## config.mk

```make
export PLATFORM = sky130hd
export DESIGN_NAME = npu_neuron_pe
export DESIGN_NICKNAME = d
export VERILOG_FILES = /design/src/rtl/npu_neuron_pe_pkg.sv /design/src/rtl/npu_mac_sat.sv /design/src/rtl/npu_neuron_pe.sv
export SDC_FILE = /design/constraint.sdc
export NUM_CORES = 1
export LEC_CHECK = 0
export CORE_MARGIN = 8
export CORE_UTILIZATION = 60
export CTS_BUF_LIST = sky130_fd_sc_hd__clkbuf_8
export CTS_CLUSTER_DIAMETER = 150
export DETAILED_ROUTE_END_ITERATION = 7
export MAX_ROUTING_LAYER = met4
export PLACE_DENSITY = 0.83
export SYNTH_ARGS = -nofsm -noshare
export SYNTH_HDL_FRONTEND = slang
export SYNTH_SLANG_ARGS = --single-unit
```

## constraint.sdc

```tcl
create_clock -name clk -period 4.3 [get_ports clk]
set_input_delay 0.43 -clock clk [delete_from_list [all_inputs] [get_ports clk]]
set_output_delay 0.43 -clock clk [all_outputs]
set_load 0.02 [all_outputs]
```

## src/rtl/npu_neuron_pe_pkg.sv

```systemverilog
// npu_neuron_pe_pkg: FSM state encoding shared by the neuron processing element.
package npu_neuron_pe_pkg;
  typedef enum logic [2:0] {S_IDLE, S_ACCUM, S_BIAS, S_REQ, S_OUT_WAIT} state_t;
endpackage

```

## src/rtl/npu_mac_sat.sv

```systemverilog
// npu_mac_sat: product / bias accumulate saturating at ACC_WIDTH, sticky overflow cleared on load.
module npu_mac_sat #(
  parameter int DATA_WIDTH    = 8,
  parameter int NUM_FRAC_BITS = 5,
  parameter int ACC_WIDTH     = 20
) (
  input  logic                  clk,
  input  logic                  rst,
  input  logic                  i_load,
  input  logic                  i_add,
  input  logic                  i_bias,
  input  logic [DATA_WIDTH-1:0] i_weight,
  input  logic [DATA_WIDTH-1:0] i_act,
  input  logic [DATA_WIDTH-1:0] i_bias_val,
  output logic [ACC_WIDTH-1:0]  o_acc,
  output logic                  o_ovf
);
  logic signed [2*DATA_WIDTH-1:0] w_prod;
  logic signed [ACC_WIDTH-1:0] w_addend, r_acc;
  logic signed [ACC_WIDTH:0] w_sum;
  logic w_sat, r_ovf;
  assign w_prod = $signed(i_weight) * $signed(i_act);
  // bias carries NUM_FRAC_BITS fractional bits, the accumulator twice that
  assign w_addend = i_bias ? ACC_WIDTH'($signed(i_bias_val)) <<< NUM_FRAC_BITS : ACC_WIDTH'(w_prod);
  assign w_sum = {w_addend[ACC_WIDTH-1], w_addend} + {r_acc[ACC_WIDTH-1], r_acc};
  assign w_sat = w_sum[ACC_WIDTH] ^ w_sum[ACC_WIDTH-1];
  assign o_acc = r_acc;
  assign o_ovf = r_ovf;
  always_ff @(posedge clk or negedge rst)
    if (!rst) begin
      r_acc <= '0;
      r_ovf <= 1'b0;
    end else if (i_load) begin
      r_acc <= w_addend;
      r_ovf <= 1'b0;
    end else if (i_add | i_bias) begin
      r_acc <= w_sat ? {w_sum[ACC_WIDTH], {(ACC_WIDTH-1){~w_sum[ACC_WIDTH]}}} : w_sum[ACC_WIDTH-1:0];
      r_ovf <= r_ovf | w_sat;
    end
endmodule

```

## src/rtl/npu_neuron_pe.sv

```systemverilog
// npu_neuron_pe: neuron PE - saturating MAC, channel bias, requantise, ReLU, max-pool, valid/ready output.
// Build option NPU_NEURON_ROUND_EN: round half-up on requantise instead of truncating.
module npu_neuron_pe
  import npu_neuron_pe_pkg::*;
#(
  parameter int DATA_WIDTH    = 8,
  parameter int NUM_FRAC_BITS = 5,
  parameter int ACC_WIDTH     = 20,
  parameter int POOL_SIZE     = 4,
  parameter int NUM_CH        = 32,
  parameter int ADDR_WIDTH    = 10,
  localparam int CH_W         = $clog2(NUM_CH)
) (
  input  logic                  clk,
  input  logic                  rst,
  input  logic                  mac_en,
  input  logic                  start_p,
  input  logic                  last_p,
  input  logic [DATA_WIDTH-1:0] weight_in,
  input  logic [DATA_WIDTH-1:0] act_in,
  input  logic                  relu_en,
  input  logic [CH_W-1:0]       ch_num,
  input  logic [ADDR_WIDTH-1:0] base_addr,
  input  logic                  addr_clr,
  output logic [CH_W-1:0]       bias_rd_addr,
  input  logic [DATA_WIDTH-1:0] bias_rd_data,
  output logic                  acc_ready,
  output logic                  out_valid,
  input  logic                  out_ready,
  output logic [ADDR_WIDTH-1:0] out_addr,
  output logic [DATA_WIDTH-1:0] out_data,
  output logic                  mac_overflow,
  output logic                  act_overflow,
  output logic                  protocol_err
);
  localparam int PW = (POOL_SIZE > 1) ? $clog2(POOL_SIZE) : 1;
  localparam logic signed [ACC_WIDTH:0] QMAX = (ACC_WIDTH+1)'(2 ** (DATA_WIDTH - 1) - 1);
  localparam logic signed [ACC_WIDTH:0] QMIN = ~QMAX;
`ifdef NPU_NEURON_ROUND_EN
  localparam logic signed [ACC_WIDTH:0] RND = (ACC_WIDTH+1)'(1) << (NUM_FRAC_BITS - 1);
`else
  localparam logic signed [ACC_WIDTH:0] RND = '0;
`endif
  state_t r_state, w_next;
  logic w_acc_ready, w_load, w_add, w_clip, w_emit, w_hold, w_accept, w_load_out;
  logic signed [ACC_WIDTH-1:0] w_acc;
  logic signed [ACC_WIDTH:0] w_rnd, w_shr;
  logic signed [DATA_WIDTH-1:0] w_q, w_r, w_pool, r_pool_max, r_out_data;
  logic [PW-1:0] r_pool_cnt;
  logic [ADDR_WIDTH-1:0] r_base, r_idx, r_out_addr, w_base_nx, w_idx_nx;
  logic r_base_pend, r_out_valid, r_act_ovf, r_proto_err;
  assign w_load = mac_en & start_p & w_acc_ready;
  assign w_add = mac_en & ~start_p & (r_state == S_ACCUM);
  npu_mac_sat #(
    .DATA_WIDTH(DATA_WIDTH),
    .NUM_FRAC_BITS(NUM_FRAC_BITS),
    .ACC_WIDTH(ACC_WIDTH)
  ) u_mac (
    .clk(clk),
    .rst(rst),
    .i_load(w_load),
    .i_add(w_add),
    .i_bias(r_state == S_BIAS),
    .i_weight(weight_in),
    .i_act(act_in),
    .i_bias_val(bias_rd_data),
    .o_acc(w_acc),
    .o_ovf(mac_overflow)
  );
  assign w_rnd = {w_acc[ACC_WIDTH-1], w_acc} + RND;
  assign w_shr = w_rnd >>> NUM_FRAC_BITS;
  assign w_clip = (w_shr > QMAX) | (w_shr < QMIN);
  assign w_q = (w_shr > QMAX) ? DATA_WIDTH'(QMAX) : (w_shr < QMIN) ? DATA_WIDTH'(QMIN) : w_shr[DATA_WIDTH-1:0];
  assign w_r = (relu_en & w_q[DATA_WIDTH-1]) ? '0 : w_q;
  assign w_pool = (r_pool_cnt == '0 || w_r > r_pool_max) ? w_r : r_pool_max;
  assign w_emit = (r_state == S_REQ) & (r_pool_cnt == PW'(POOL_SIZE - 1));
  assign w_hold = r_out_valid & ~out_ready;
  assign w_accept = r_out_valid & out_ready;
  // a result waiting in OUT_WAIT sits in r_pool_max and moves out on the accept edge
  assign w_load_out = (w_emit & ~w_hold) | ((r_state == S_OUT_WAIT) & out_ready);
  assign w_base_nx = (addr_clr | (r_base_pend & w_load)) ? base_addr : r_base;
  assign w_idx_nx = addr_clr ? '0 : r_idx + ADDR_WIDTH'(w_accept);
  assign bias_rd_addr = ch_num;
  assign acc_ready = w_acc_ready;
  assign out_valid = r_out_valid;
  assign out_addr = r_out_addr;
  assign out_data = r_out_data;
  assign act_overflow = r_act_ovf;
  assign protocol_err = r_proto_err;
  always_comb begin
    w_next = r_state;
    w_acc_ready = 1'b0;
    case (r_state)
      S_IDLE: begin
        w_acc_ready = 1'b1;
        if (mac_en & start_p) w_next = last_p ? S_BIAS : S_ACCUM;
      end
      S_ACCUM: begin
        w_acc_ready = 1'b1;
        if (mac_en & last_p) w_next = S_BIAS;
      end
      S_BIAS: w_next = S_REQ;
      S_REQ: w_next = (w_emit & w_hold) ? S_OUT_WAIT : S_IDLE;
      S_OUT_WAIT: w_next = out_ready ? S_IDLE : S_OUT_WAIT;
      default: w_next = S_IDLE;
    endcase
  end
  always_ff @(posedge clk or negedge rst)
    if (!rst) r_state <= S_IDLE;
    else r_state <= w_next;
  always_ff @(posedge clk or negedge rst)
    if (!rst) begin
      r_pool_max <= '0;
      r_pool_cnt <= '0;
      r_base <= '0;
      r_idx <= '0;
      r_base_pend <= 1'b1;
      r_out_valid <= 1'b0;
      r_out_data <= '0;
      r_out_addr <= '0;
      r_act_ovf <= 1'b0;
      r_proto_err <= 1'b0;
    end else begin
      r_base <= w_base_nx;
      r_idx <= w_idx_nx;
      r_base_pend <= addr_clr | (r_base_pend & ~w_load);
      r_out_valid <= w_load_out | w_hold;
      if (w_load_out) begin
        r_out_data <= (r_state == S_REQ) ? w_pool : r_pool_max;
        r_out_addr <= w_base_nx + w_idx_nx;
      end
      if (r_state == S_REQ) r_pool_max <= w_pool;
      r_pool_cnt <= addr_clr ? '0 : (r_state != S_REQ) ? r_pool_cnt : w_emit ? '0 : r_pool_cnt + PW'(1);
      r_act_ovf <= ~addr_clr & (r_act_ovf | ((r_state == S_REQ) & w_clip));
      r_proto_err <= ~addr_clr & (r_proto_err | (mac_en & start_p & ~w_acc_ready));
    end
endmodule
```

# == Word-level counts from Yosys, hierarchy flattened ==
# Index checks and enable logic that the tools add are counted.
# W data, S select, Z words.
# classes
muxes,23
n_lt_le_gt_ge,3
addsub,4
n_eq_ne,9
reduce_logical,6
mul,1
n_bitwise,35
# op_table
cell,count
$mux W20,4
$mux W8,5
$add A20 B20 Y21,1
$mux W10,2
$and A1 B1 Y1,18
$mul A8 B8 Y16,1
$gt A15 B8 Y1 const B,1
$lt A15 B8 Y1 const B,1
$pmux W3 S5,1
$mux W3,4
$add A10 B1 Y10,1
$add A10 B10 Y10,1
$or A1 B1 Y1,9
$gt A8 B8 Y1,1
$mux W2,4
$not A1 Y1,7
$eq A3 B2 Y1 const B,2
$ne A2 B2 Y1 const B,2
$eq A3 B1 Y1 const B,1
$eq A3 B3 Y1 const B,1
$logic_not A3 Y1,1
$mux W1,3
$ne A3 B2 Y1 const B,1
$add A2 B1 Y2 const B,1
other kinds (8),8
# totals
in_bits,47
word_cells,94
register_bits,76
out_inout_bits,28

# == Logic depth before layout (Yosys ltp) ==
# logic_depth
depth_word,9
depth_mapped,29
ltp_nobuf,28

# == Cells and area by module ==
# From an unflattened synthesis, not the netlist that was laid out.
# hier_totals
hier_cells,878
area_unflattened_um2,8041.5
# modules_own_cells
mod,cells_each,area_each_um2,n_inst,seq_area_each_um2
npu_mac_sat,592,5023.6,1,525.5
npu_neuron_pe,286,3017.9,1,1377.6

# == Worst setup path before layout ==
# OpenSTA, ideal clock, no wires.
# synth_path
path_type,in2reg
startpoint,input weight_in[3]
endpoint,register u_mac.r_acc[14] (netlist: u_mac.o_acc[14])
arrival_time_ns,6.597
path_stages,27
n_path_buf,0
setup_ns,0.127
required_time_ns,4.173
setup_slack_ns,-2.423
path_cell_list,and2_1 fa_1 inv_1 fa_1 inv_1 fa_1 inv_1 fa_1 inv_1 ha_1 a21o_1 nand2_1 and3_1 nor3b_1 o22ai_1 xnor2_1 nor2_1 nor2_1 ha_1 o21ai_0 nand2_1 a41o_1 or4_1 mux2_4 and2_4 a21oi_1 o21ai_1
# synth_via
elab_chain_len,7
elab_cells_between_ends,8
cone_classes,add/sub (1); mul (1); mux (4); bitwise (2)
# synth_lines
element,line_no,source
from (decl),npu_neuron_pe.sv:19,"input logic [DATA_WIDTH-1:0] weight_in,"
$mul A8 B8 Y16 *,npu_mac_sat.sv:22,assign w_prod = $signed(i_weight) * $signed(i_act);
$mux W20 *,npu_mac_sat.sv:24,assign w_addend = i_bias ? ACC_WIDTH'($signed(i_bias_val)) <<< NUM_FRAC_BITS : ACC_WIDTH'(w_prod);
$add A20 B20 Y21,npu_mac_sat.sv:25,"assign w_sum = {w_addend[ACC_WIDTH-1], w_addend} + {r_acc[ACC_WIDTH-1], r_acc};"
$xor A1 B1 Y1 / $not A1 Y1 (equally long branches),"npu_mac_sat.sv:26, npu_mac_sat.sv:37",
$mux W20,npu_mac_sat.sv:37,"r_acc <= w_sat ? {w_sum[ACC_WIDTH], {(ACC_WIDTH-1){~w_sum[ACC_WIDTH]}}} : w_sum[ACC_WIDTH-1:0];"
$mux W20,npu_mac_sat.sv:36,end else if (i_add | i_bias) begin
$mux W20 *,npu_mac_sat.sv:33,end else if (i_load) begin
to (signal assigned),npu_mac_sat.sv:34,r_acc <= w_addend;
to (signal assigned),npu_mac_sat.sv:37,
to (decl),npu_mac_sat.sv:19,"logic signed [ACC_WIDTH-1:0] w_addend, r_acc;"
# Mark *: on every way between the ends. The rest lies on a longest branch, timed or not. The select of a mux whose other input is x is not followed.
# A chain may end at the register's enable or synchronous reset.

# == Final worst setup path ==
# layout_path
startpoint,input weight_in[6]
endpoint,register u_mac.r_acc[1] (netlist: u_mac.o_acc[1])
# layout_via
elab_chain_len,7
elab_cells_between_ends,8
cone_classes,add/sub (1); mul (1); mux (4); bitwise (2)
# layout_lines
element,line_no
$mul A8 B8 Y16 *,npu_mac_sat.sv:22
$mux W20 *,npu_mac_sat.sv:24
$add A20 B20 Y21 *,npu_mac_sat.sv:25
$xor A1 B1 Y1 / $not A1 Y1 (equally long branches),"npu_mac_sat.sv:26, npu_mac_sat.sv:37"
$mux W20 *,npu_mac_sat.sv:37
$mux W20 *,npu_mac_sat.sv:36
$mux W20 *,npu_mac_sat.sv:33
# Marks and branches as above.

==> Flow_metrics.wiki <==
{| class="wikitable"
! Metric !! Value
|-
| Clock tree from TritonCTS || done
|-
| Cell area after technology mapping || 7730 sq um
|-
| Portion of synthesized cell area occupied by the leading cell type || about a quarter
|-
| Data required time at the worst endpoint || 4.50 ns
|-
| Met3 demand-to-capacity share in global routing || 4.97%
|-
| Met2 demand-to-capacity share in global routing || 41.5%
|-
| Final Cycle Share || 148%
|-
| Initial DRT Pass Iterations || 6
|-
| Max-slew violation count || 0
|-
| Number of setup violations in the final report || 21
|-
| Clock-pin slew reported for the worst setup and hold paths after clock tree synthesis || 0.08 ns
|-
| Global-route total usage across every layer || approximately 26%
|-
| Horizontal die dimension || 130 um
|-
| Standard cell area after detailed placement || 9600 sq um
|-
| Overall overflow remaining after global route || 0
|-
| Slew @ Worst Pin || between 0.9 and 1 ns
|-
| GRT busiest layer || met2
|-
| Library cells used by synthesis || about 70
|-
| Critical path's most frequent cell || buf_4
|-
| Status || finished with violations
|-
| Clock latency on the worst-skew pair || approximately 0.36 ns
|-
| CP Capture Type || flop
|-
| Launching element type of the critical path || input port
|-
| CTS max path bufs || 2
|-
| Min Clock Period, post-route || 6.38 ns
|-
| Cell type with the highest aggregate area in the netlist || dfrtp_1
|-
| Vias per Instance || ~5.7
|-
| Final wirelength || about 21000 um
|-
| Worst slew margin relative to its limit || 38.3%
|-
| Commonest cells in the synthesized netlist || inv_1 (118), dfrtp_1 (75), ha_1 (74), nand2_1 (71), nor2_1 (58)
|-
| Die Outline Area || about 17000 sq um
|-
| Most common cell in the netlist || inv_1
|-
| CTS buffer count || 9
|-
| Setup TNS Final || -41.33 ns
|-
| Total Nets Final || between 1000 and 1500
|-
| Fraction of met1 tracks used by global routing || 32.2%
|-
| Reg2Reg Capture Point || u_mac.o_acc[1]$_DFFE_PN0P_
|-
| Final critical-path setup slack || -2.08 ns
|-
| Cts-stage hold buffer count || 0
|-
| Number of ports placed on the die boundary || 75
|-
| Hold WC Path Type || in -> async
|-
| Max Fanout on Critical Path || 6
|-
| Global-route wire length before repair || ~34000 um
|-
| Achievable frequency || 157 MHz
|-
| Clock skew after layout || 0.00898 ns
|-
| Cell count after synthesis || 857
|-
| Post-route DRC || 0
|-
| Failing checks || negative setup slack
|-
| Largest stage delay on the critical path || between 0.5 and 0.6 ns
|-
| Routed WL per cell || 17.3 um
|-
| GPL Wtd Cong || 0.974
|-
| Hold WS || about 0.21 ns
|-
| Total vias in the final route || roughly 7000
|-
| Share of synthesized area occupied by flip-flops and latches || about a quarter
|-
| Path depth of the worst reg2reg path || 15
|-
| Clock sink count || 76
|-
| Remaining antenna violation count || 0
|-
| Setup repair after global routing missed its margin || true
|-
| Critical register-to-register path startpoint || r_state[0]$_DFFE_PN0P_
|-
| Core area || 12600 sq um
|-
| Hold Violations, Final || 0
|-
| Layout Area Growth over Synthesis || 33.3%
|-
| Count of antenna diodes in the layout || 0
|-
| Asr flop ratio synth || 100%
|-
| Synthesized flop and latch total || 76
|-
| Library cell contributing the largest single delay on the critical path || fa_1
|-
| Cells taking the most area after synthesis || dfrtp_1 (24%), fa_1 (15%), ha_1 (12%)
|-
| Syn. warnings || 0
|-
| Worst-case register-to-register setup slack || 0.29 ns
|-
| Die Span Y || 130 um
|-
| Worst Setup Path Type || in -> reg
|-
| Mean instance size in the synthesized netlist || 9.02 sq um
|-
| Antenna violations before repair || 0
|-
| Number of global-route vias before repair || 7199
|-
| Non-Filler Cell Area, Final || just over 10000 sq um
|-
| Maximum number of pins on one net before global-route repair || 77
|-
| Number of rows created at floorplan || ~40
|-
| Worst path arrival time || 6.58 ns
|-
| Filler cell count in the final layout || 761
|-
| Initial core utilization || 61.3%
|-
| Detailed Place HPWL || ~16000 um
|-
| EDFF count, synth || 0
|-
| Dominant synthesized flop cell || dfrtp_1
|-
| Share of final-layout standard cells stronger than drive strength 1 || just under 30%
|-
| Max-cap viol count || 0
|-
| Port-buffer cells || between 60 and 70
|-
| CTS HTree Levels || 3
|-
| Syn Nets || 1035
|-
| Violation count after the first detailed-routing iteration || 462
|-
| Root buffer selected by CTS || clkbuf_8
|}
## layout make-up
class | instances | area, sq um | area share (%)
clock buffers | 9 | 124 | 1.20
inverters | 118 | 443 | 4.30
flip-flops and latches | 76 | 1900 | 18.5
multi-input cells | 640 | 5750 | 55.8
repair buffers | 215 | 1820 | 17.6
clock inverters | 7 | 53.8 | 0.522
well taps | 172 | 215 | 2.09
## logic make-up (layout without fill, tap and decap cells)
group           count (synthesis)  in the layout  synth area share (%)
simple gates                  265            265                  17.2
buf+inv                       141            349                  7.31
mux                            31             31                  4.66
flops                          76             76                  24.6
fa+ha+maj                     131            131                  26.7
xor+xnor                       43             43                  4.87
compound gates                170            170                  14.6
## critical path, delay by kind of cell
kind,cells,cell delay (ns)
and+or+nand+nor,8,1.34
muxes,1,0.33
adders and majority gates,6,2.66
AOI/OAI and AO/OA,5,0.63
buffers and inverters,11,1.06
xor gates and xnor gates,1,0.15
## sequential cells by signal, summed over array words and instances, names as in the netlist
register / flops
u_mac.o_acc: 20
out_addr: 10
r_base: 10
r_idx: 10
out_data: 8
r_pool_max: 8
r_state: 3
r_pool_cnt: 2
act_overflow: 1
out_valid: 1
protocol_err: 1
r_base_pend: 1
u_mac.o_ovf: 1
## per-stage QoR
| stage | util [%] | setup WS (ns) | cells |
|---|---|---|---|
| after CTS | 79.6 | -2.02 | 1232 |
| after detailed placement | 76.0 | -2.96 | 1202 |
| final | 81.7 | -2.08 | 1237 |
| after global placement | 76.0 | -2.85 | 1202 |
| after floorplan | - | -1.93 | 857 |
| after global routing | 81.7 | -2.26 | 1237 |
## what timing repair did
| item | in CTS | in global routing |
|---|---|---|
| endpoints found under the setup margin | 21 | 21 |
| buffers inserted | 14 | 6 |
| resized for setup | 124 | 55 |
| pin swaps | 43 | 30 |
| hold endpoints to repair | 0 | 0 |
## how the worst max path moves through the flow
stage,startpoint,end,slack [ns],cells past startpoint
6_report,weight_in[6],u_mac.o_acc[1]$_DFFE_PN0P_,-2.08,32
5_1_grt,weight_in[4],u_mac.o_acc[1]$_DFFE_PN0P_,-2.26,32
4_1_cts,weight_in[6],u_mac.o_acc[1]$_DFFE_PN0P_,-2.02,29
3_5_place_dp,weight_in[1],u_mac.o_acc[16]$_DFFE_PN0P_,-2.96,25
3_3_place_gp,weight_in[7],u_mac.o_acc[6]$_DFFE_PN0P_,-2.85,24
2_1_floorplan,weight_in[5],u_mac.o_acc[1]$_DFFE_PN0P_,-1.93,27
## layer usage
layer / part of all wire, % / vias to the layer above
met1: 44 / 3438
met5: 0 / -
met3: 5.5 / 52
met2: 48 / 249
met4: 2.4 / 0
li1: - / 3292
## layout by cell type (no fill, tap or decap), types with 10 or more instances in the layout
cell,n
inv_1,115
xnor2_1,27
o21a_1,17
xor2_1,14
and2_4,11
nand2_1,61
dfrtp_1,75
clkdlybuf4s50_1,47
ha_4,10
nor2b_1,11
a21oi_2,13
nor2_1,55
ha_1,61
mux2_2,26
fa_1,55
nand3_1,21
a21oi_1,31
o21ai_0,24
buf_4,142
and2_1,36
buf_6,15
Power is left out: the tool's default activity adds up to more than one toggle a clock period on the data nets, which glitch-free logic cannot reach.
